File: src/rtl/ifu_fetch_pkg.sv
// Shared types and constants for the instruction fetch stage.
// Holds the fetch FSM encoding, the hold-register bundle and PC helpers.
package ifu_fetch_pkg;

    localparam logic [31:0] RESET_PC_DEF = 32'h8000_0000;
    localparam logic [31:0] NOP_INST_DEF = 32'h0000_0013;

    typedef enum logic [1:0] {
        S_REQ  = 2'd0,
        S_WAIT = 2'd1,
        S_HOLD = 2'd2
    } fetch_state_e;

    typedef struct packed {
        logic [31:0] inst;
        logic        fault;
    } hold_t;

    // Next sequential fetch address, always forced back onto a word boundary.
    function automatic logic [31:0] next_word(input logic [31:0] pc);
        return {pc[31:2] + 30'd1, 2'b00};
    endfunction

endpackage

File: src/rtl/ifu_pc_reg.sv
// Fetch program counter with sequential advance and redirect load.
// Ports: clk, rst_n, advance (+4), redirect/redirect_pc (wins), pc.
module ifu_pc_reg
    import ifu_fetch_pkg::*;
#(
    parameter logic [31:0] RESET_PC = RESET_PC_DEF
) (
    input  logic        clk,
    input  logic        rst_n,
    input  logic        advance,
    input  logic        redirect,
    input  logic [31:0] redirect_pc,
    output logic [31:0] pc
);

    always_ff @(posedge clk or negedge rst_n) begin
        if (!rst_n) begin
            pc <= RESET_PC;
        end else if (redirect) begin
            pc <= redirect_pc;
        end else if (advance) begin
            pc <= next_word(pc);
        end
    end

endmodule

File: src/rtl/ifu_fetch.sv
// Instruction fetch stage: one outstanding word read, no prefetch.
// Ports: memory req/rsp, decode inst/pc/fault handshake, redirect in.
module ifu_fetch
    import ifu_fetch_pkg::*;
#(
    parameter logic [31:0] RESET_PC = RESET_PC_DEF,
    parameter logic [31:0] NOP_INST = NOP_INST_DEF
) (
    input  logic        clk,
    input  logic        rst_n,
    output logic        ifu_req_valid_o,
    input  logic        ifu_req_ready_i,
    output logic [31:0] ifu_req_addr_o,
    input  logic        ifu_rsp_valid_i,
    input  logic [31:0] ifu_rsp_data_i,
    input  logic        ifu_rsp_err_i,
    output logic        ifu_inst_valid_o,
    input  logic        ifu_inst_ready_i,
    output logic [31:0] ifu_inst_o,
    output logic [31:0] ifu_pc_o,
    output logic        ifu_fault_o,
    input  logic        ifu_redirect_i,
    input  logic [31:0] ifu_redirect_pc_i
);

    fetch_state_e state;
    logic         kill;
    hold_t        hold;
    logic [31:0]  pc;

    logic misaligned;
    logic req_fire;
    logic inst_fire;
    logic in_wait;
    logic in_hold;

    assign misaligned = |ifu_redirect_pc_i[1:0];
    assign in_wait    = (state == S_WAIT);
    assign in_hold    = (state == S_HOLD);
    assign req_fire   = ifu_req_valid_o & ifu_req_ready_i;
    assign inst_fire  = ifu_inst_valid_o & ifu_inst_ready_i;

    // Gated by rst_n so the idle REQ state shows no request during reset.
    assign ifu_req_valid_o  = rst_n & (state == S_REQ);
    assign ifu_req_addr_o   = pc;
    // A redirect flushes the held entry, so it must never handshake.
    assign ifu_inst_valid_o = in_hold & ~ifu_redirect_i;
    assign ifu_inst_o       = in_hold ? hold.inst : NOP_INST;
    assign ifu_fault_o      = in_hold & hold.fault;
    assign ifu_pc_o         = pc;

    ifu_pc_reg #(
        .RESET_PC    (RESET_PC)
    ) u_pc_reg (
        .clk         (clk),
        .rst_n       (rst_n),
        .advance     (inst_fire),
        .redirect    (ifu_redirect_i),
        .redirect_pc (ifu_redirect_pc_i),
        .pc          (pc)
    );

    always_ff @(posedge clk or negedge rst_n) begin
        if (!rst_n) begin
            state <= S_REQ;
            kill  <= 1'b0;
            hold  <= '{inst: NOP_INST, fault: 1'b0};
        end else if (ifu_redirect_i) begin
            // kill tracks a read still in flight to the old stream;
            // a second redirect cannot add a second one.
            kill <= (kill & ~ifu_rsp_valid_i)
                  | req_fire
                  | (in_wait & ~ifu_rsp_valid_i);
            if (misaligned) begin
                state <= S_HOLD;
                hold  <= '{inst: NOP_INST, fault: 1'b1};
            end else if (req_fire || (in_wait && !ifu_rsp_valid_i)) begin
                state <= S_WAIT;
            end else begin
                state <= S_REQ;
            end
        end else begin
            // Any response retires the single outstanding read.
            if (ifu_rsp_valid_i) begin
                kill <= 1'b0;
            end
            unique case (state)
                S_REQ: begin
                    if (req_fire) begin
                        state <= S_WAIT;
                    end
                end
                S_WAIT: begin
                    if (ifu_rsp_valid_i) begin
                        if (kill) begin
                            state <= S_REQ;
                        end else begin
                            state <= S_HOLD;
                            hold  <= '{
                                inst:  ifu_rsp_err_i ? NOP_INST : ifu_rsp_data_i,
                                fault: ifu_rsp_err_i
                            };
                        end
                    end
                end
                S_HOLD: begin
                    if (inst_fire) begin
                        state <= S_REQ;
                    end
                end
                default: begin
                    state <= S_REQ;
                end
            endcase
        end
    end

endmodule

File: config.mk
export PLATFORM = sky130hd
export DESIGN_NAME = ifu_fetch
export DESIGN_NICKNAME = d
export VERILOG_FILES = /design/src/rtl/ifu_fetch_pkg.sv /design/src/rtl/ifu_pc_reg.sv /design/src/rtl/ifu_fetch.sv
export SDC_FILE = /design/constraint.sdc
export NUM_CORES = 1
export LEC_CHECK = 0
export CELL_PAD_IN_SITES_DETAIL_PLACEMENT = 1
export CELL_PAD_IN_SITES_GLOBAL_PLACEMENT = 1
export CORE_ASPECT_RATIO = 1.4
export CORE_MARGIN = 1
export CORE_UTILIZATION = 30
export CTS_CLUSTER_DIAMETER = 50
export DETAILED_ROUTE_END_ITERATION = 16
export PLACE_DENSITY_LB_ADDON = 0.12
export SLEW_MARGIN = 20
export SYNTH_ARGS = -nofsm -noshare
export SYNTH_HDL_FRONTEND = slang
export SYNTH_SLANG_ARGS = --single-unit
File: constraint.sdc
create_clock -name clk -period 2.75 [get_ports clk]
set_input_delay 0.55 -clock clk [delete_from_list [all_inputs] [get_ports clk]]
set_output_delay 0.55 -clock clk [all_outputs]
set_load 0.01 [all_outputs]
==> impl_metrics.csv <==
group,metric,value,unit
run_status,status,"finished clean",
detailed_routing,drt_iter0_drc,68,
timing,period_share,94.9,%
clocking,clk_pin_slew,0.06,ns
placement,gp_congestion,0.806,
setup_path,crit_path_cell_trace,"nor2b_2 -> buf_4 -> and2_1 -> clkdlybuf4s50_1",
die,fp.dieW,96.1,um
setup_path,critPathSlowestCell,"clkdlybuf4s50_1",
synth,syn_avg_cell_area,9.59,um^2
power_and_ir_drop,p_leak,2.28,nW
global_routing,grtUsageTotal,19.3,%
synth,yosysSeqAreaShare,45.9,%
clocking,cts-root-buf,"clkbuf_16",
setup_path,crit_path_max_incr_delay,0.55,ns
global_routing,grt_pass1_vias,3744,
placement,dp_hpwl,8430,um
setup_path,worst-path-buf-inv,2,
die,die_area,12900,um^2
synth,synth.distinct_cells,45,
clocking,hold_buffers,0,
timing,rsz0062_at_grt,"false",
clocking,clock_sinks,68,
clocking,worstSkewPairLatency,0.33,ns
timing,timing.setup.tns,0,ns
run,cap_viol_max_count,0,
synth,synthCells,388,
die,ioPinCount,170,
synth,ys_ff_latch,68,
detailed_routing,viasPerCell,5.17,
die,chipHeight,134,um
detailed_routing,wl_per_cell,17.4,um
synth,synthesis.nets,460,
finish,layout.cells.non_filler,676,
setup_path,critPathLaunch,"state[1]$_DFFE_PN0P_",
power_and_ir_drop,p_per_area,525,nW/um^2
clocking,cts_tree,"done",
timing,hold_viol,0,
placement,io_buffers,169,
global_routing,grt_first_pass_wirelength,19200,um
global_routing,grt_max_degree,70,
setup_path,critPathRequiredTime,2.20,ns
placement,dp_cells,661,
global_routing,antenna_found_initial,0,
synth,synth.top_cell.area_share,43.1,%
die,rows,47,
synth,asyncSetResetFlopFracSynth,100,%
timing,worst_pin_slew,0.938,ns
clocking,cts-buffers-inserted,9,
synth,synth_top_flop_cell,"dfrtp_1",
finish,final_common_cell,"clkdlybuf4s50_1",
timing,max_freq,0.383,GHz
clocking,cts-htree-levels,3,
setup_path,startpoint_type,"register",
timing,skew,0.00535,ns
finish,area_delta_synth_final,52.5,%
timing,period_minus_slack,2.61,ns
synth,syn_area,3720,um^2
clocking,post_cts_resized,0,
detailed_routing,wirelength,11800,um
setup_path,cp-end-kind,"output pin",
finish,layout_common_cells,"clkdlybuf4s50_1, dfrtp_1, and2_1",
die,start_util,31.2,%
setup_path,r2r_start,"u_pc_reg.pc[3]$_DFFE_PN0P_",
timing,finalSetupViolations,0,
finish,antenna_cells,0,
timing,slew_headroom,37.5,%
finish,layout-drive-gt1-share,7.75,%
timing,slew_violations,0,
setup_path,cp_top_family,"buffers and inverters",
global_routing,grt-ovfl-total,0,
finish,fin_nets,597,
synth,synth_top_cell_by_area,"dfrtp_1",
die,core_area,11900,um^2
setup_path,critPathKind,"reg -> out",
detailed_routing,antenna_left,0,
synth,synth_edf_count,0,
clocking,max-clock-path-buffers,2,
finish,final_core_util,47.5,%
detailed_routing,drtPass1Iterations,4,
clocking,post_cts_buffers,0,
setup_path,cp_max_fo,35,
synth,ys_warn_count,0,
synth,synthTopCellsByArea,"dfrtp_1, a22o_1, buf_4, and2_1, or4_1",
power_and_ir_drop,irDropWorstVdd,258,uV
detailed_routing,num_vias,3492,
setup_path,cp.arrival,2.06,ns
detailed_routing,post-route-drc-count,0,
worst_hold_path,hold_path_class,"in -> async",
-- through the flow --
stage                     setup slack [ns]  total power (W)  area (um^2)  hold slack [ns]
final                                0.141          0.00298         5670            0.469
after global routing                0.0131          0.00311         5670            0.508
after CTS                            0.101          0.00302         5670            0.497
after detailed placement            0.0611          0.00173         5350            0.480
after global placement              0.0959          0.00171         5350            0.465
after floorplan                      0.687          0.00140         3720            0.254
-- per-layer routing --
metal	vias to the layer above	track usage, %	share of wire [%]
li1	1653	-	-
met1	1717	22.7	40
met2	114	33.5	52
met3	8	5.42	7.1
met4	0	5.80	1.0
met5	-	0	0
-- worst paths after layout --
check	end	depth (start not counted)	slack, ns
min in group clk	hold[8]$_DFFE_PN0P_	1	0.49
max in group asynchronous	u_pc_reg.pc[18]$_DFFE_PN0P_	2	1.64
setup reg to reg	u_pc_reg.pc[24]$_DFFE_PN0P_	6	0.51
hold reg to reg	hold[8]$_DFFE_PN0P_	1	0.49
setup / recovery	ifu_inst_o[8]	4	0.14
hold / removal	u_pc_reg.pc[14]$_DFFE_PN0P_	2	0.47
-- synthesized netlist by cell type (all sizes together) (2+ instances only) --
master,count
dfrtp,64
buf,36
and2,33
a22o,31
nand2,31
nor2,20
o21ai,20
clkbuf,19
or4,19
nand3,16
a31oi,12
nand4,10
o31ai,10
or3,6
and3,5
o211ai,5
a21oi,4
dfstp,4
inv,4
nand2b,4
xnor2,4
xor2,4
and4,3
nor2b,3
nor4,3
o22a,3
or2,3
nand3b,2
-- sequential cells by signal, summed over array words and instances, names as in the netlist --
name         flops
hold            33
kill             1
state            2
u_pc_reg.pc     32
-- where the power goes --
part	switching (W)	total [W]	internal [W]	leakage, nW
combinational	0.000238	0.000558	0.000320	1.27
clock	0.000436	0.00127	0.000837	0.158
sequential	0.0000896	0.00114	0.00106	0.857
total	0.000764	0.00298	0.00221	2.28
-- logic make-up after synthesis --
kind of cell,synth area share (%)
fa+ha+maj,0.336
compound gates,17.0
mux,0.269
simple gates,25.2
xor+xnor,1.88
flops,45.9
buf+inv,9.45
-- layout make-up --
class	count	area [um^2]
clock inverter	4	72.6
inverter	4	15.0
clock buffer	11	253
fill	1352	6270
timing repair buffer	181	1770
sequential	68	1710
multi-input combinational	261	1670
tap	147	184
Power figures use the tool's default switching activity.
